==> src/rtl/seg_source_arbiter_if.sv <==
// Request/value/blink bundle from three display sources and the
// registered grant/digits result returned by the arbiter.
interface seg_source_arbiter_if;
    logic [2:0]  req;
    logic [11:0] value0;
    logic [11:0] value1;
    logic [11:0] value2;
    logic [2:0]  blink;
    logic [2:0]  grant;
    logic [11:0] digits;

    modport master (
        output req, value0, value1, value2, blink,
        input  grant, digits
    );

    modport slave (
        input  req, value0, value1, value2, blink,
        output grant, digits
    );
endinterface

==> src/rtl/seg_source_arbiter.sv <==
// Round-robin owner of a 3-digit display with minimum hold time,
// post-release linger and optional per-source blinking.
module seg_source_arbiter #(
    parameter int unsigned HOLD_CYCLES  = 100000000,
    parameter int unsigned BLINK_CYCLES = 25000000,
    parameter logic [11:0] IDLE_VALUE   = 12'h000
) (
    input logic                 clk,
    input logic                 rst_n,
    seg_source_arbiter_if.slave bus
);
    localparam int HW = $clog2(HOLD_CYCLES + 1);
    localparam int BW = $clog2(BLINK_CYCLES + 1);
    localparam logic [HW-1:0] HOLD_MAX  = HW'(HOLD_CYCLES - 1);
    localparam logic [BW-1:0] BLINK_MAX = BW'(BLINK_CYCLES - 1);

    typedef enum logic [1:0] {IDLE, OWN, LINGER} state_t;

    state_t      state, state_d;
    logic [1:0]  owner, owner_d;
    logic [HW-1:0] hold_cnt, hold_d;
    logic [BW-1:0] blink_cnt, blink_d;
    logic        phase, phase_d;
    logic [2:0]  grant_q, grant_d;
    logic [11:0] digits_q, digits_d;
    logic        load;
    logic [11:0] sel_val;

    logic [2:0] own_mask;
    logic [2:0] others;
    logic       own_req;
    logic       own_blink;
    logic       expired;

    function automatic logic [1:0] rr_pick(input logic [2:0] mask,
                                           input logic [1:0] last);
        logic [1:0] pick;
        int idx;
        pick = last;
        // Walk farthest-first so the nearest requester after last wins.
        for (int k = 3; k >= 1; k--) begin
            idx = (int'(last) + k) % 3;
            if (mask[idx]) pick = 2'(idx);
        end
        return pick;
    endfunction

    // owner doubles as the round-robin pointer outside OWN.
    assign own_mask  = 3'(3'b001 << owner);
    assign others    = bus.req & ~own_mask;
    assign own_req   = |(bus.req & own_mask);
    assign own_blink = |(bus.blink & own_mask);
    assign expired   = (hold_cnt == HOLD_MAX);

    always_comb begin
        state_d = state;
        owner_d = owner;
        load    = 1'b0;
        unique case (state)
            IDLE: begin
                if (|bus.req) begin
                    load    = 1'b1;
                    owner_d = rr_pick(bus.req, owner);
                end
            end
            OWN: begin
                if (!expired) begin
                    if (!own_req) state_d = LINGER;
                end else if (|others) begin
                    load    = 1'b1;
                    owner_d = rr_pick(others, owner);
                end else if (!own_req) begin
                    state_d = IDLE;
                end
            end
            LINGER: begin
                if (expired) begin
                    if (|bus.req) begin
                        load    = 1'b1;
                        owner_d = rr_pick(bus.req, owner);
                    end else begin
                        state_d = IDLE;
                    end
                end
            end
            default: state_d = IDLE;
        endcase
        if (load) state_d = OWN;
    end

    always_comb begin
        hold_d  = '0;
        blink_d = '0;
        phase_d = 1'b1;
        if (!load && state_d != IDLE) begin
            hold_d = expired ? hold_cnt : hold_cnt + HW'(1);
        end
        if (!load && state_d == OWN && own_blink) begin
            if (blink_cnt == BLINK_MAX) begin
                phase_d = ~phase;
            end else begin
                blink_d = blink_cnt + BW'(1);
                phase_d = phase;
            end
        end
    end

    always_comb begin
        sel_val = IDLE_VALUE;
        unique case (owner_d)
            2'd0:    sel_val = bus.value0;
            2'd1:    sel_val = bus.value1;
            2'd2:    sel_val = bus.value2;
            default: sel_val = IDLE_VALUE;
        endcase
    end

    always_comb begin
        grant_d  = 3'b000;
        digits_d = IDLE_VALUE;
        unique case (state_d)
            OWN: begin
                grant_d  = 3'(3'b001 << owner_d);
                digits_d = phase_d ? sel_val : IDLE_VALUE;
            end
            LINGER:  digits_d = digits_q;
            default: digits_d = IDLE_VALUE;
        endcase
    end

    always_ff @(posedge clk or negedge rst_n) begin
        if (!rst_n) begin
            state     <= IDLE;
            owner     <= 2'd2;
            hold_cnt  <= '0;
            blink_cnt <= '0;
            phase     <= 1'b1;
            grant_q   <= 3'b000;
            digits_q  <= IDLE_VALUE;
        end else begin
            state     <= state_d;
            owner     <= owner_d;
            hold_cnt  <= hold_d;
            blink_cnt <= blink_d;
            phase     <= phase_d;
            grant_q   <= grant_d;
            digits_q  <= digits_d;
        end
    end

    assign bus.grant  = grant_q;
    assign bus.digits = digits_q;
endmodule

==> src/flat_wrapper.sv <==
// flat-port wrapper written by rule: the top's interface ports become plain ports
module seg_source_arbiter_flat 
#(
    parameter int unsigned HOLD_CYCLES  = 100000000,
    parameter int unsigned BLINK_CYCLES = 25000000,
    parameter logic [11:0] IDLE_VALUE   = 12'h000
)
  (clk, rst_n, bus_req, bus_value0, bus_value1, bus_value2, bus_blink, bus_grant, bus_digits);
  seg_source_arbiter_if bus_i ();
  input logic clk;
  input logic rst_n;
  input wire logic [$bits(bus_i.req)-1:0] bus_req;
  input wire logic [$bits(bus_i.value0)-1:0] bus_value0;
  input wire logic [$bits(bus_i.value1)-1:0] bus_value1;
  input wire logic [$bits(bus_i.value2)-1:0] bus_value2;
  input wire logic [$bits(bus_i.blink)-1:0] bus_blink;
  output wire logic [$bits(bus_i.grant)-1:0] bus_grant;
  output wire logic [$bits(bus_i.digits)-1:0] bus_digits;
  assign bus_i.req = bus_req;
  assign bus_i.value0 = bus_value0;
  assign bus_i.value1 = bus_value1;
  assign bus_i.value2 = bus_value2;
  assign bus_i.blink = bus_blink;
  assign bus_grant = bus_i.grant;
  assign bus_digits = bus_i.digits;
  seg_source_arbiter #(.HOLD_CYCLES(HOLD_CYCLES), .BLINK_CYCLES(BLINK_CYCLES), .IDLE_VALUE(IDLE_VALUE)) u_core (.clk(clk), .rst_n(rst_n), .bus(bus_i));
endmodule
==> config.mk <==
export PLATFORM = sky130hd
export DESIGN_NAME = seg_source_arbiter_flat
export DESIGN_NICKNAME = d
export VERILOG_FILES = /design/src/rtl/seg_source_arbiter_if.sv /design/src/rtl/seg_source_arbiter.sv /design/src/flat_wrapper.sv
export SDC_FILE = /design/constraint.sdc
export NUM_CORES = 1
export LEC_CHECK = 0
export BUFFER_PORTS_ARGS = -buffer_cell sky130_fd_sc_hd__buf_4
export CAP_MARGIN = 40
export CORE_ASPECT_RATIO = 0.7
export CORE_UTILIZATION = 25
export CTS_BUF_LIST = sky130_fd_sc_hd__clkbuf_4 sky130_fd_sc_hd__clkbuf_8
export DETAILED_ROUTE_END_ITERATION = 6
export RECOVER_POWER = 50
export SYNTH_ARGS = -nofsm -noshare
export SYNTH_HDL_FRONTEND = slang
export SYNTH_SLANG_ARGS = --single-unit
==> constraint.sdc <==
create_clock -name clk -period 6.4 [get_ports clk]
set_input_delay 1.28 -clock clk [delete_from_list [all_inputs] [get_ports clk]]
set_output_delay 1.28 -clock clk [all_outputs]
set_load 0.1 [all_outputs]
# [Yosys cells after proc, flatten, opt, wreduce, memory -nomap -nowiden]
# Index checks and enable logic that the tools add are counted.
# W data, S select, Z words.
[word_totals] reg_bits=72 latch_bits=0 ram_bits=0 romBits=0 in_bits=44 output_inout_bits=15 word_cells=97 n_memories=0
[classes] add_sub_neg=5 multipliers=0 div_mod_pow=3 n_lt_le_gt_ge=3 eq_ne=9 shifts=2 mux=52 bitwise_logic=5 reduce_logical=11
[ops] operator="$lt A32 B4 Y1 const B" count=3
[ops] operator="$mod A32 B3 Y32 const B" count=3
[ops] operator="$mux W27" count=2
[ops] operator="$mux W25" count=2
[ops] operator="$pmux W12 S3" count=1
[ops] operator="$mux W2" count=17
[ops] operator="$add A27 B1 Y27 const B" count=1
[ops] operator="$eq A27 B27 Y1 const B" count=1
[ops] operator="$add A25 B1 Y25 const B" count=1
[ops] operator="$eq A25 B25 Y1 const B" count=1
[ops] operator="$pmux W12 S2" count=1
[ops] operator="$mux W1" count=18
[ops] operator="$bmux W1 S2" count=6
[ops] operator="$mux W12" count=1
[ops] operator="$pmux W2 S3" count=2
[ops] operator="$reduce_or A3 Y1" count=4
[ops] operator="$and A3 B3 Y3" count=3
[ops] operator="$add A2 B2 Y3 const B" count=2
[ops] operator="$eq A2 B1 Y1 const B" count=3
[ops] operator="$eq A2 B2 Y1 const B" count=3
[ops] operator="$shl A1 B2 Y3 const A" count=2
[ops] operator="$logic_not A2 Y1" count=2
[ops] operator="$add A2 B1 Y3 const B" count=1
[ops] operator="$logic_and A1 B1 Y1" count=3
[ops] operator="7 further kinds" count=7

# [Logic depth before layout (Yosys ltp)]
[depth] ltp_word=16 ltp_mapped=14 ltp_nobuf=10

# [Least setup slack after synthesis]
# No wires, ideal clock.
[synth_path] kind="input to register" startpoint="in bus_req[1]" endpoint="reg u_core.digits_q[10] (netlist: u_core.bus.digits[10])" setup_time_ns=0.126 arrival_ns=3.659 required_time_ns=6.274 setup_slack_ns=2.615 cell_stages=11 path_buffers=3 path_cell_list="buf_4 nor2b_4 o21ba_1 or4_1 a21oi_1 o221ai_1 a311o_1 buf_6 buf_8 mux2_4 a221o_1"
[synth_between] elab_chain_cells=14 word_cells_on_any_way=59 classes_between="4 x eq/ne; 46 x mux; 2 x bitwise; 7 x reduce/logical"
[synth_lines] item="from (decl)" line="flat_wrapper.sv:12" text="input wire logic [$bits(bus_i.req)-1:0] bus_req;"
[synth_lines] item="$and A3 B3 Y3" line="seg_source_arbiter.sv:50" text="assign others = bus.req & ~own_mask;"
[synth_lines] item="$bmux W1 S2" line="seg_source_arbiter.sv:43" text="if (mask[idx]) pick = 2'(idx);"
[synth_lines] item="$mux W1 (implied by the code) (2 in series)" line="seg_source_arbiter.sv:43"
[synth_lines] item="$mux W2 (3 in series)" line="seg_source_arbiter.sv:43"
[synth_lines] item="$mux W2" line="seg_source_arbiter.sv:69" text="end else if (|others) begin"
[synth_lines] item="$mux W2" line="seg_source_arbiter.sv:67" text="if (!expired) begin"
[synth_lines] item="$pmux W2 S3 (*)" line="seg_source_arbiter.sv:59" text="unique case (state)"
[synth_lines] item="via u_core.owner_d[1]" line="seg_source_arbiter.sv:20" text="logic [1:0] owner, owner_d;"
[synth_lines] item="$eq A2 B2 Y1, or another cell as far along" line="seg_source_arbiter.sv:110" text="unique case (owner_d)"
[synth_lines] item="$pmux W12 S3 (*)" line="seg_source_arbiter.sv:110"
[synth_lines] item="$mux W12 (*)" line="seg_source_arbiter.sv:124" text="digits_d = phase_d ? sel_val : IDLE_VALUE;"
[synth_lines] item="$pmux W12 S2 (*)" line="seg_source_arbiter.sv:121" text="unique case (state_d)"
[synth_lines] item="to (signal assigned)" line="seg_source_arbiter.sv:147" text="digits_q <= digits_d;"
[synth_lines] item="to (decl)" line="seg_source_arbiter.sv:25" text="logic [11:0] digits_q, digits_d;"
# The timed path passes the listed nets; every way through them passes the cells marked *. The select of a mux whose other input is x is not followed.
# A chain may end at the register's enable or synchronous reset.

==> flow_metrics.py <==
metrics = {
    "status": {
        "status": "complete, but fails checks",
        "violations": "capacitance limit, slew limit",
    },
    "pwr": {
        "combPwrFrac": 0.554,
        "clockPowerShare": 0.166,
        "power.switching_uw": 942.0,
        "sequentialPowerShare": 0.280,
        "switching_share": 0.4773,
        "power.density_mw_per_mm2": 389.3,
        "finalPower_mw": 1.973,
        "power.leakage_nw": 2.119,
        "p_int_mw": 1.031,
        "ir_drop_mv": 0.2807,
    },
    "clock_network": {
        "clock_latency_ns": 0.35,
        "cts.clk_slew.worst_paths_ns": 0.08,
        "cts_tree": "built",
        "cts_root_buffer": "clkbuf_8",
        "cts.htree.levels": 3,
        "cts_resized": 0,
        "ctsHoldBuffers": 0,
        "postCtsSetupRepairBufs": 0,
        "clockBufferDepth": 2,
        "cts-buffers-inserted": 9,
        "clkSinkCount": 72,
    },
    "timing": {
        "hold_viol": 0,
        "skew_ns": 0.01401,
        "post-route-period-util": 0.6934,
        "slew_violations": 67,
        "timing.hold.ws_ns": 0.4897,
        "fin_crit_ns": 4.437,
        "fin_ws_ns": 1.963,
        "rsz0062_at_grt": "no",
        "fin_setup_tns_ns": 0,
        "finalSetupViolCount": 0,
        "slew_headroom": -1.327,
        "worst_slew_pin_slew_ns": 3.491,
        "fmax_mhz": 225.4,
    },
    "global_routing": {
        "grt-busiest-layer": "met1",
        "grt_pass1_wl_um": 16890,
        "grt_pass1_vias": 3476,
        "grt_util_all_layers": 0.1194,
        "overflow": 0,
        "use_met1": 0.1778,
        "antenna_found_initial": 0,
        "use_met2": 0.1705,
        "grt_util_met3": 0.03270,
        "grt_max_degree": 67,
    },
    "worst_hold_path": {
        "hold_path_class": "flip-flop to flip-flop",
    },
    "floorplan": {
        "coreArea_mm2": 0.01649,
        "io-pin-count": 59,
        "die_x_um": 158.3,
        "die_h_um": 111.4,
        "fp-row-count": 39,
        "dieArea_mm2": 0.01764,
        "start_util": 0.2592,
    },
    "layout": {
        "fin_util": 0.3074,
        "antenna-diode-count": 0,
        "final_cell_mix": "nor2_1 (78), dfrtp_1 (70), buf_4 (51), nand2_1 (37)",
        "multiInputGateArea_mm2": 0.002313,
        "drive_gt1_frac": 0.1915,
        "final_common_cell": "nor2_1",
        "layout.nets": 566,
        "seq_area_mm2": 0.001804,
        "final.fill_count": 1756,
        "layout.cells.non_filler": 742,
        "area_growth_pct": 18.58,
        "fin_area_mm2": 0.005070,
    },
    "synthesis": {
        "ys_seq_area_frac": 0.4220,
        "avgSynthCellArea_um2": 9.335,
        "async_reset_ff_frac": 1.000,
        "syn-num-nets": 512,
        "synth_area_mm2": 0.004275,
        "synthCells": 458,
        "yosys-top-cells-area": "dfrtp_1 (41%), nor2_1 (6.8%), xnor2_1 (4.5%)",
        "synth-seq-cells": 72,
        "synth_cell_type_count": 65,
        "yosys_warnings": 0,
        "synth_top_area_share": 0.4097,
        "synth_top_cell_by_area": "dfrtp_1",
        "synth_edf_count": 0,
        "synth_top_flop_cell": "dfrtp_1",
    },
    "detailed_routing": {
        "first_pass_iters": 4,
        "via_per_inst": 4.729,
        "ant_nets": 0,
        "wl_per_cell_um": 13.31,
        "vias": 3509,
        "drtIter0Drc": 214,
        "wl_um": 9875,
        "post-route-drc-count": 0,
    },
    "critical_path": {
        "path_max_fanout": 66,
        "critical_path_class": "input port to async pin",
        "slowest_delay_ns": 2.49,
        "cpMostUsedCell": "clkbuf_1",
        "cp.arrival_ns": 4.11,
        "crit_slowest_cell": "clkbuf_1",
        "crit_buf_inv": 2,
        "cp_cell_sequence": "clkbuf_1 > clkbuf_1",
        "cp_data_required_time_ns": 6.07,
        "start_kind": "input port",
        "cpLargestDelayFamily": "buffers and inverters",
        "end_kind": "async pin",
    },
    "placed_design": {
        "placed_cell_area_mm2": 0.004935,
        "place.gp.congestion": 0.9000,
        "dp_worst_setup_slack_ns": 2.151,
        "dpl.hpwl_um": 7343,
        "io_buffers": 58,
        "placedCellCount": 725,
    },
    "job": {
        "cap_violations": 1,
    },
}
-- per-layer routing --
layer  up-vias  wire [um]
met4         0         66
met1      1682       5139
li1       1731          -
met3         9        514
met5         -          0
met2        87       4154
-- area by class of cell --
class / instances / share of cell area
multi-input cells: 353 / 0.4563
flip-flops and latches: 72 / 0.3559
repair buffers: 63 / 0.08835
well taps: 225 / 0.05553
clock buffers: 10 / 0.02591
inverters: 13 / 0.009625
clock inverters: 6 / 0.008391
-- kinds of logic (layout without fill, tap and decap cells) --
logic type               count (synthesis)  after routing  share of synthesized area
adder cells (fa/ha/maj)                 10             10                    0.02927
XOR/XNOR                                44             44                    0.09014
AND/OR/NAND/NOR                        225            225                     0.2713
buffers and inverters                   33             92                    0.03687
AO/OA/AOI/OAI                           60             60                     0.1089
multiplexers                            14             14                    0.04156
flip-flops                              72             72                     0.4220
-- final timing paths --
path                                           from                     to  slack (ns)  cells after the start
worst max-delay path                          rst_n   u_core.bus.digits[7]        1.96                      2
worst min-delay path            u_core.blink_cnt[0]    u_core.blink_cnt[0]        0.49                      1
worst max register to register      u_core.owner[0]  u_core.bus.digits[11]        2.48                     10
worst min register to register  u_core.blink_cnt[0]    u_core.blink_cnt[0]        0.49                      1
max in group clk                    u_core.owner[0]  u_core.bus.digits[11]        2.48                     10
min in group asynchronous                     rst_n    u_core.hold_cnt[16]        0.81                      1
-- power groups by stage --
stage	logic (mW)	registers [mW]	clock network [mW]
2_1_floorplan	0.641	0.782	0
3_3_place_gp	1.04	0.561	0
3_5_place_dp	1.09	0.559	0
4_1_cts	1.09	0.553	0.340
5_1_grt	1.18	0.560	0.361
6_report	1.09	0.553	0.328
-- flip-flops by register name, indices dropped and copies added (netlist names) --
register and cells:
u_core.blink_cnt 25, u_core.bus.digits 12, u_core.bus.grant 3, u_core.hold_cnt 27, u_core.owner 2, u_core.phase 1, u_core.state 2
-- cell usage after synthesis, types with 3 or more instances --
| cell | instances |
|---|---|
| nor2_1 | 78 |
| dfrtp_1 | 70 |
| nand2_1 | 37 |
| xnor2_1 | 22 |
| xor2_1 | 22 |
| nand3_1 | 20 |
| and3_1 | 19 |
| a21oi_1 | 13 |
| inv_1 | 13 |
| nor3_1 | 13 |
| a221o_1 | 12 |
| ha_1 | 10 |
| clkbuf_1 | 8 |
| nand4_1 | 8 |
| o21ai_0 | 8 |
| and4_1 | 6 |
| buf_2 | 6 |
| mux2_2 | 6 |
| mux2_4 | 6 |
| or3_1 | 6 |
| and2_1 | 5 |
| nand2b_1 | 5 |
| nor2b_1 | 5 |
| nor3b_1 | 5 |
| a222oi_1 | 3 |
No activity file was read; power rests on OpenSTA's default activity.
